### config.mk
export PLATFORM = sky130hd
export DESIGN_NAME = fir_mac_seq
export DESIGN_NICKNAME = d
export VERILOG_FILES = /design/src/rtl/fir_pkg.sv /design/src/rtl/fir_tap_regs.sv /design/src/rtl/fir_mac_seq.sv
export SDC_FILE = /design/constraint.sdc
export NUM_CORES = 1
export LEC_CHECK = 0
export ABC_CLOCK_PERIOD_IN_PS = 5600
export CAP_MARGIN = 10
export CORE_MARGIN = 10
export CORE_UTILIZATION = 45
export DETAILED_ROUTE_END_ITERATION = 6
export GPL_ROUTABILITY_DRIVEN = 0
export HOLD_SLACK_MARGIN = 0.12
export PLACE_DENSITY = 0.77
export SLEW_MARGIN = 20
export SYNTH_ARGS = -nofsm -noshare
export SYNTH_HDL_FRONTEND = slang
export SYNTH_HIERARCHICAL = 1
export SYNTH_SLANG_ARGS = --single-unit
### constraint.sdc
create_clock -name ph1 -period 5.6 [get_ports ph1]
set_input_delay 1.12 -clock ph1 [delete_from_list [all_inputs] [get_ports ph1]]
set_output_delay 1.12 -clock ph1 [all_outputs]
set_load 0.005 [all_outputs]
### src/rtl/fir_pkg.sv
// Shared types and helpers for the time-multiplexed FIR datapath.
package fir_pkg;

  typedef enum logic [1:0] {
    IDLE,
    MAC,
    DONE
  } state_t;

  // Accumulator width that holds TAPS full-scale products without wrapping.
  function automatic int unsigned acc_width(input int unsigned taps,
                                            input int unsigned dw,
                                            input int unsigned cw);
    return dw + cw + $clog2(taps);
  endfunction

endpackage

### src/rtl/fir_tap_regs.sv
// Sample delay line and coefficient file with a tap-indexed read mux.
module fir_tap_regs
  import fir_pkg::*;
#(
  parameter int unsigned TAPS = 4,
  parameter int unsigned DW   = 8,
  parameter int unsigned CW   = 8,
  parameter int unsigned KW   = $clog2(TAPS)
) (
  input  logic          clk,
  input  logic          reset,
  input  logic          shift,
  input  logic [DW-1:0] in_data,
  input  logic          flush,
  input  logic          coef_we,
  input  logic [KW-1:0] coef_addr,
  input  logic [CW-1:0] coef_wdata,
  input  logic [KW-1:0] k,
  output logic [DW-1:0] x_k,
  output logic [CW-1:0] c_k
);

  logic [DW-1:0] x [TAPS];
  logic [CW-1:0] c [TAPS];

  always_ff @(posedge clk) begin
    if (reset) begin
      for (int unsigned i = 0; i < TAPS; i++) begin
        x[i] <= '0;
        c[i] <= '0;
      end
    end else begin
      // Flush has priority; the caller already suppresses shift when flushing.
      if (flush) begin
        for (int unsigned i = 0; i < TAPS; i++) x[i] <= '0;
      end else if (shift) begin
        x[0] <= in_data;
        for (int unsigned i = 1; i < TAPS; i++) x[i] <= x[i-1];
      end
      if (coef_we) c[coef_addr] <= coef_wdata;
    end
  end

  assign x_k = x[k];
  assign c_k = c[k];

endmodule

### src/rtl/fir_mac_seq.sv
// Time-multiplexed FIR: one multiply-accumulate per cycle over TAPS cycles.
module fir_mac_seq
  import fir_pkg::*;
#(
  parameter int unsigned TAPS = 4,
  parameter int unsigned DW   = 8,
  parameter int unsigned CW   = 8,
  parameter int unsigned AW   = acc_width(TAPS, DW, CW)
) (
  input  logic                    ph1,
  input  logic                    reset,
  input  logic                    in_valid,
  output logic                    in_ready,
  input  logic [DW-1:0]           in_data,
  output logic                    out_valid,
  input  logic                    out_ready,
  output logic [AW-1:0]           y,
  input  logic                    coef_we,
  input  logic [$clog2(TAPS)-1:0] coef_addr,
  input  logic [CW-1:0]           coef_wdata,
  output logic                    coef_err,
  input  logic                    flush
);

  localparam int unsigned KW = $clog2(TAPS);
  localparam logic [KW-1:0] K_LAST   = KW'(TAPS - 1);
  localparam logic [KW:0]   TAPS_EXT = (KW + 1)'(TAPS);

  state_t state, state_nx;
  logic [KW-1:0]    k;
  logic [AW-1:0]    acc, acc_sum;
  logic [DW+CW-1:0] prod;
  logic [DW-1:0]    x_k;
  logic [CW-1:0]    c_k;
  logic             accept, flush_idle, coef_ok, coef_wr;

  fir_tap_regs #(
    .TAPS(TAPS),
    .DW  (DW),
    .CW  (CW),
    .KW  (KW)
  ) u_taps (
    .clk       (ph1),
    .reset     (reset),
    .shift     (accept),
    .in_data   (in_data),
    .flush     (flush_idle),
    .coef_we   (coef_wr),
    .coef_addr (coef_addr),
    .coef_wdata(coef_wdata),
    .k         (k),
    .x_k       (x_k),
    .c_k       (c_k)
  );

  always_comb begin
    in_ready   = (state == IDLE) && !reset;
    out_valid  = (state == DONE);
    flush_idle = flush && (state == IDLE);
    // A flush in the same cycle as an offered sample discards the sample.
    accept     = in_valid && in_ready && !flush;
    coef_ok    = (state == IDLE) && ({1'b0, coef_addr} < TAPS_EXT);
    coef_wr    = coef_we && coef_ok;
    prod       = (DW + CW)'(x_k) * (DW + CW)'(c_k);
    acc_sum    = acc + AW'(prod);

    state_nx = state;
    case (state)
      IDLE:    if (accept) state_nx = MAC;
      MAC:     if (k == K_LAST) state_nx = DONE;
      DONE:    if (out_ready) state_nx = IDLE;
      default: state_nx = IDLE;
    endcase
  end

  always_ff @(posedge ph1) begin
    if (reset) begin
      state    <= IDLE;
      k        <= '0;
      acc      <= '0;
      y        <= '0;
      coef_err <= 1'b0;
    end else begin
      state    <= state_nx;
      coef_err <= coef_we && !coef_ok;
      if (accept) begin
        acc <= '0;
        k   <= '0;
      end else if (state == MAC) begin
        acc <= acc_sum;
        k   <= k + KW'(1);
        if (k == K_LAST) y <= acc_sum;
      end
    end
  end

endmodule

==> reports/qor.yml <==
run_status:
  run_status: "finished clean"
die:
  io_pins: 45
  die_x_um: 146
  fp-row-count: 45
  die_area_um2: 21200
  core-area_um2: 15400
  initial_utilization_pct: 46.3
  dieHeight_um: 146
clock_network:
  clk_pin_slew_ns: 0.07
  cts_tree: "yes"
  root_buffer: "clkbuf_16"
  cts_sinks: 105
  htree_levels: 3
  insertion_delay_ns: 0.35
  clk_path_buf_depth: 2
  cts_inserted_buffers: 9
  hold_buffers: 0
sta:
  setup_violations: 0
  hold_violations: 0
  tightest_slew_ns: 0.928
  min_period_over_period_pct: 94.9
  period_needed_ns: 5.31
  relSlewSlack_pct: 38.0
  rsz0062_at_grt: "no"
  finalSetupTns_ns: 0
  final_max_slew_viol_count: 0
  timing.fmax_mhz: 188
  finalClockSkew_ns: 0.00612
global_routing:
  grt_pass1_vias: 5060
  grt_max_degree: 44
  grt_pass1_wl_mm: 25.2
  grt_usage_pct: 14.3
  grt_overflow_total: 0
  antenna_found_initial: 0
run:
  drv_cap: 0
synth:
  synth_area_um2: 7110
  syn_inst: 685
  synth_cell_type_count: 56
  synth.top_cell.area_share_pct: 23.6
  ys_seq_elements: 105
  synth_area_leaders: "edfxtp_1 (24%), fa_1 (14%), dfxtp_1 (14%)"
  synth_largest_area_cell: "edfxtp_1"
  syn_nets: 800
  synth-seq-area-share_pct: 37.4
  yosys_warnings: 6
  syn-mean-instance-area_um2: 10.4
worst_setup_path:
  worstSetupPathType: "reg2reg"
  worstPathRequired_ns: 5.82
  start_kind: "register"
  critPathArrivalTime_ns: 5.53
  crit_fanout: 8
  end_kind: "register"
finish:
  area_growth_pct: 14.5
  nets: 846
  diodes: 0
  drive_gt1_share_pct: 7.74
detailed_routing:
  drc: 0
  drt_iter0_markers: 294
  wl_per_cell_um: 16.1
  dr.pass1.iters: 5
  detailroute.via_count: 4993
  drt-vias-per-instance: 5.27
  routed_wl_mm: 15.3
  ant_nets: 0
pwr:
  leakagePower_nw: 3.48
  irDropWorstVdd_mv: 0.204
  total_power_mw: 2.12
  p_per_area_nw_per_um2: 260
placed_design:
  dp_hpwl_mm: 11.6
  io_buffers: 44
min_path:
  hp-class: "reg2reg"
[kinds of logic (layout without fill, tap and decap cells)]
logic type	count (synthesis)	count (layout)	synth area share [%]
AO/OA/AOI/OAI	83	83	7.32
XOR/XNOR	10	10	1.43
adder cells (fa/ha/maj)	91	91	21.3
buffers and inverters	119	170	6.72
flip-flops	105	105	37.4
multiplexers	26	26	6.79
AND/OR/NAND/NOR	251	251	19.0
[synthesized netlist by cell type, drive strengths merged]
cell type	count
a31o	2
and4bb	2
fa	50
mux2i	10
o21ai	11
ha	41
edfxtp	56
xor2	1
or4	3
a211oi	9
nor2b	4
nor4b	3
nand4	4
nor3b	3
and4	1
and2	95
a32oi	1
o31ai	3
xnor3	1
a21oi	36
a211o	1
nand3b	3
nand2b	4
or3b	1
a311o	1
o21bai	3
xnor2	8
o41a	1
a21o	9
nand3	9
nand4b	2
nand2	75
or3	2
and3	2
a31oi	1
nor3	6
dfxtp	49
inv	96
nor2	30
or2	2
clkbuf	13
mux4	16
o21a	4
a22oi	1
buf	10
[cells in the final DEF (no fill, tap or decap), types with 9 or more instances in the layout]
master | Yosys | layout
a211oi_1 | 9 | 9
a21oi_1 | 35 | 35
and2_1 | 94 | 94
buf_4 | 0 | 13
clkbuf_16 | 0 | 11
clkdlybuf4s50_1 | 0 | 44
dfxtp_1 | 49 | 47
edfxtp_1 | 56 | 56
fa_1 | 50 | 50
ha_1 | 41 | 41
inv_1 | 96 | 96
mux2i_1 | 10 | 9
mux4_2 | 10 | 15
nand2_1 | 75 | 75
nand3_1 | 9 | 9
nor2_1 | 30 | 30
o21ai_0 | 9 | 9
[critical path, cell delays in order (launching register included)]
cell and delay (ns):
dfxtp_4 0.41, buf_6 0.17, mux4_2 0.61, and2_1 0.22, fa_1 0.47, fa_1 0.53
fa_1 0.54, inv_1 0.05, fa_1 0.52, inv_1 0.04, ha_1 0.36, and2_2 0.24
a32oi_1 0.26, nand3_1 0.12, a21oi_2 0.21, mux2i_2 0.31, o31ai_1 0.11
[final cells by class]
cell class / count / area (um^2)
fill: 1332 / 7230
multi-input combinational: 461 / 3960
sequential: 105 / 2670
timing repair buffer: 58 / 549
inverter: 96 / 360
clock buffer: 13 / 293
tap: 211 / 264
clock inverter: 3 / 43.8
[routing by layer]
metal  share of wire, %  global-route usage [%]  vias to the layer above
met3                4.1                    3.14                       16
li1                   -                       -                     2374
met2                 51                    24.7                      108
met5                  0                       0                        -
met1                 44                    17.8                     2495
met4                1.2                    3.64                        0
[power by group]
part           total, mW  internal (mW)  switching (mW)
Combinational      0.556          0.221           0.335
Sequential         0.868          0.848          0.0197
Clock              0.692          0.413           0.278
[registers in the layout, indices dropped and copies added (netlist names)]
signal    flops
u_taps/c     32
u_taps/x     32
acc          18
y            18
k             2
state         2
coef_err      1
[through the flow]
stage	hold WS [ns]	setup WS [ns]	utilization (%)	std cells	area (um^2)
2_1_floorplan	0.436	0.402	-	685	7110
3_3_place_gp	0.443	0.0368	50.6	928	7780
3_5_place_dp	0.448	0.0559	50.6	928	7780
4_1_cts	0.458	0.0325	52.8	944	8120
5_1_grt	0.482	0.0232	53.0	947	8140
6_report	0.454	0.285	53.0	947	8140
[path summary, 6_finish.rpt]
path              startpoint       to  slack (ns)  depth (start not counted)
setup / recovery        k[0]  acc[13]        0.29                         16
hold / removal          y[4]     y[4]        0.45                          2
setup reg to reg        k[0]  acc[13]        0.29                         16
hold reg to reg         y[4]     y[4]        0.45                          2
[repair_timing]
item                                    4_1_cts  5_1_grt
endpoints found under the setup margin        0       13
setup buffers                                 0        3
gates resized for setup                       0       10
Power figures use the tool's default switching activity.
==> edit 1, RTL diff (config.mk and constraints unchanged) <==
Reset style: asynchronous (`reset`), changed in 2 clocked blocks.
--- a/src/rtl/fir_tap_regs.sv
+++ b/src/rtl/fir_tap_regs.sv
@@ -23,7 +23,7 @@
   logic [DW-1:0] x [TAPS];
   logic [CW-1:0] c [TAPS];
 
-  always_ff @(posedge clk) begin
+  always_ff @(posedge clk or posedge reset) begin
     if (reset) begin
       for (int unsigned i = 0; i < TAPS; i++) begin
         x[i] <= '0;
--- a/src/rtl/fir_mac_seq.sv
+++ b/src/rtl/fir_mac_seq.sv
@@ -73,7 +73,7 @@
     endcase
   end
 
-  always_ff @(posedge ph1) begin
+  always_ff @(posedge ph1 or posedge reset) begin
     if (reset) begin
       state    <= IDLE;
       k        <= '0;
Function: differs if reset is asserted again (counterexample within 4 cycles, from zero or initial values and one cycle with reset high); with reset held inactive, the same outputs for 4 cycles.
==> edit 1 against the original RTL <==
Synthesized area is 2.4% higher. First-iteration DRC count is 3.1% higher. Routed wire length is 3.6% lower. Maximum frequency hardly changed. Via count is 3.0% lower. Synthesized cell count is 3.6% lower. Sequential cell count stayed put. Setup slack better by 0.0018 ns. Design area is 2.4% higher. Core utilization is 0.49 points lower. Critical path type unchanged.
Power is not compared: it rests on default switching activity, and its combinational part moved more than twofold at a synthesized area within 25%.
==> edit 1: results <==
export IMPL_worst_slew_pin_slew_ns=0.865
export IMPL_seq_cells=105
export IMPL_fill_cells=1393
export IMPL_buffer_area_frac=0.0677
export IMPL_endpoint_kind="flop"
export IMPL_multi_input_cells=430
export IMPL_post_place_ws_ns=0.0985
export IMPL_worstPathArrival_ns=5.60
export IMPL_synth_fp_nets=775
export IMPL_vias=4842
export IMPL_area_share_clock_buf_inv=0.0401
export IMPL_inverters=102
export IMPL_detailed_place_hpwl_um=11100
export IMPL_layout_min_cycle_time_ns=5.31
export IMPL_reg2reg_from="k[0]$_DFFE_PP0P_"
export IMPL_syn_area_per_cell_sq_um=11.0
export IMPL_placed_area_sq_mm=0.00795
export IMPL_hold_end="y[5]$_DFFE_PP0P_"
export IMPL_reg2reg_to="acc[17]$_DFFE_PP0P_"
export IMPL_synthDistinctLibCells=54
export IMPL_nNonClkBuffers=60
export IMPL_grt_max_degree=65
export IMPL_status="finished, final reports clean"
export IMPL_drive_gt1_frac=0.150
export IMPL_grt_pass1_vias=5139
export IMPL_dp_cells=908
export IMPL_drt_first_iter_violations=303
export IMPL_stdcell_count=929
export IMPL_grt_util_all_layers=0.144
export IMPL_synth_common_cells="105 x dfrtp_1, 100 x inv_1, 50 x fa_1, 50 x nand2_1, 47 x nor2_1"
export IMPL_hold_start="y[5]$_DFFE_PP0P_"
export IMPL_ys_seq_area_frac=0.361
export IMPL_skew_ns=0.0139
export IMPL_cp_slowest_stage_delay_ns=0.59
export IMPL_syn_inst=660
export IMPL_multi_input_area_share=0.499
export IMPL_whs_ns=0.490
export IMPL_synth_area_top_cells="dfrtp_1 36%, fa_1 14%, ha_1 7.0%"
export IMPL_grt_first_pass_wirelength_um=25600
export IMPL_nClkBuffers=9
-- edit 1: cell types whose count changed after synthesis, sizes merged, moves of 26 or more --
cell / delta
dfrtp: +105
a21oi: -26
and2: -58
dfxtp: -49
mux2: +45
edfxtp: -56
-- edit 1: metal layers --
layer  vias to the layer above  routed length, um  GRT usage
li1                       2287                  -          -
met1                      2434               6680      0.189
met2                       103               7140      0.231
met3                        18                647     0.0267
met4                         0                244     0.0530
met5                         -                  0          0
-- edit 1: cells by family after synthesis --
family | after synthesis | synth area share
adder cells (fa/ha/maj) | 91 | 0.208
buffers and inverters | 125 | 0.0723
XOR/XNOR | 10 | 0.0139
multiplexers | 93 | 0.163
AND/OR/NAND/NOR | 178 | 0.126
AO/OA/AOI/OAI | 58 | 0.0567
flip-flops | 105 | 0.361
-- edit 1: where the power goes --
group	internal (mW)	switching, mW	total, mW	leakage [nW]
Combinational	0.827	0.986	1.81	2.56
Sequential	1.00	0.145	1.15	1.37
Clock	0.399	0.304	0.703	0.155
==> edit 2, RTL diff (config.mk and constraints unchanged) <==
Without the edit above. `CW` is set to 8 in 2 places; all go to 9.
--- a/src/rtl/fir_tap_regs.sv
+++ b/src/rtl/fir_tap_regs.sv
@@ -4,7 +4,7 @@
 #(
   parameter int unsigned TAPS = 4,
   parameter int unsigned DW   = 8,
-  parameter int unsigned CW   = 8,
+  parameter int unsigned CW   = 9,
   parameter int unsigned KW   = $clog2(TAPS)
 ) (
   input  logic          clk,
--- a/src/rtl/fir_mac_seq.sv
+++ b/src/rtl/fir_mac_seq.sv
@@ -4,7 +4,7 @@
 #(
   parameter int unsigned TAPS = 4,
   parameter int unsigned DW   = 8,
-  parameter int unsigned CW   = 8,
+  parameter int unsigned CW   = 9,
   parameter int unsigned AW   = acc_width(TAPS, DW, CW)
 ) (
   input  logic                    ph1,
Ports: changed (resized coef_wdata and y); port bits go from 45 to 47. No check against the original RTL was run, so the function may have changed too.
==> edit 2 against the original RTL <==
Synthesized area increased by 7.4%. Design area increased by 7.9%. Total power increased by 3.2%. Die area increased by 6.4%. Sequential power increased by 5.3%. Setup slack got worse by 0.087 ns. Sequential cell count increased by 6. Routed wire length increased by 11%.
==> edit 2: results <==
export IMPL_status="finished, final reports clean"
export IMPL_synth_area_top_cells="edfxtp_1 24%, fa_1 15%, dfxtp_1 13%"
export IMPL_grt_first_pass_wirelength_um=27000
export IMPL_postRouteAntennaNets=0
export IMPL_hp_class="flop to flop"
export IMPL_critPathMaxFanout=8
export IMPL_synth_common_cells="106 x inv_1, 95 x and2_1, 88 x nand2_1"
export IMPL_critPathTopFamily="adder cells"
export IMPL_grt_use_met1=0.189
export IMPL_topRoutingLayerUsed="met4"
export IMPL_wl_per_cell_um=16.7
export IMPL_viasPerCell=5.28
export IMPL_skew_ns=0.0105
export IMPL_grt_util_all_layers=0.151
export IMPL_hold_end="y[2]$_SDFFE_PP0P_"
export IMPL_worst_slew_pin_slew_ns=1.01
export IMPL_met2_wirelength_um=8490
export IMPL_port_buffers=46
export IMPL_cts_path_max_buffers=2
export IMPL_critPathLaunch="k[0]$_SDFFE_PP0P_"
export IMPL_reg2regPathDepth=17
export IMPL_synthArstFlopShare=0
export IMPL_post_place_ws_ns=0.126
export IMPL_peakVddDrop_uv=197
export IMPL_p_leak_nw=3.68
export IMPL_synth_edf_count=60
export IMPL_clock_latency_ns=0.37
export IMPL_fill_cells=1467
export IMPL_dp_cells=986
export IMPL_grt_max_degree=43
export IMPL_whs_ns=0.456
export IMPL_grt_pass1_vias=5313
export IMPL_synth_fp_nets=858
export IMPL_hold_start="y[2]$_SDFFE_PP0P_"
export IMPL_reg2reg_to="acc[18]$_SDFFE_PP0P_"
export IMPL_drive_gt1_frac=0.101
export IMPL_cts_max_level=3
export IMPL_ys_seq_area_frac=0.369
export IMPL_met2_usage=0.257
export IMPL_synthDistinctLibCells=62
export IMPL_worstPathArrival_ns=5.72
export IMPL_fin_nets=908
export IMPL_cp_slowest_stage_delay_ns=0.55
export IMPL_worst_r2r_setup_slack_ns=0.20
export IMPL_layout_min_cycle_time_ns=5.40
export IMPL_wirelength_um=16900
export IMPL_placed_area_sq_mm=0.00837
export IMPL_grtUsageMet3=0.0315
export IMPL_largest_registers="u_taps/c x36, u_taps/x x32"
export IMPL_wl_met3_um=955
export IMPL_syn_inst=734
export IMPL_wl_met1_um=7180
export IMPL_detailed_place_hpwl_um=12600
export IMPL_crit_type="flop to flop"
export IMPL_drt_first_iter_violations=369
export IMPL_ff_latch_area_sq_mm=0.00282
-- edit 2: cell types whose count changed after synthesis, sizes merged, moves of 4 or more --
cell and delta:
edfxtp +4, nor2b +4, xor2 +4, nand2 +14, clkbuf +6, fa +7, nor2 -5, inv +10
-- edit 2: layout make-up --
| type | count | area share |
|---|---|---|
| multi-input cells | 488 | 0.490 |
| flip-flops and latches | 111 | 0.322 |
| repair buffers | 68 | 0.0765 |
| inverters | 106 | 0.0453 |
| well taps | 220 | 0.0313 |
| clock buffers | 9 | 0.0256 |
| clock inverters | 7 | 0.00997 |
-- edit 2: worst reg2reg max path: stages, from the launching register on --
cell and delay [ns]:
dfxtp_2 0.42, buf_12 0.16, mux4_2 0.55, and2_1 0.21, fa_1 0.52, fa_1 0.52
fa_1 0.54, inv_1 0.06, fa_1 0.54, inv_1 0.04, ha_1 0.25, a21oi_2 0.21
o22ai_1 0.11, a211o_2 0.36, a221oi_4 0.26, xor2_2 0.12, or4_1 0.40, nand2_1 0.07
-- edit 2: kinds of logic (layout without fill, tap and decap cells) --
kind of cell	count (synthesis)	count (layout)	synth area share
simple gates	265	265	0.185
fa+ha+maj	99	99	0.218
compound gates	83	83	0.0732
buf+inv	136	190	0.0714
flops	111	111	0.369
mux	28	29	0.0680
xor+xnor	12	12	0.0147
-- edit 2: power breakdown --
group	total [mW]	leakage, nW	internal [mW]	switching, mW
Sequential	0.914	1.06	0.895	0.0189
Clock	0.683	0.148	0.358	0.325
Combinational	0.588	2.47	0.237	0.351
Total	2.18	3.68	1.49	0.695
-- edit 2: repair_timing --
item | 4_1_cts | 5_1_grt
resized for setup | 0 | 16
hold buffers | 0 | 0
endpoints found under the setup margin | 0 | 5
setup buffers | 0 | 5
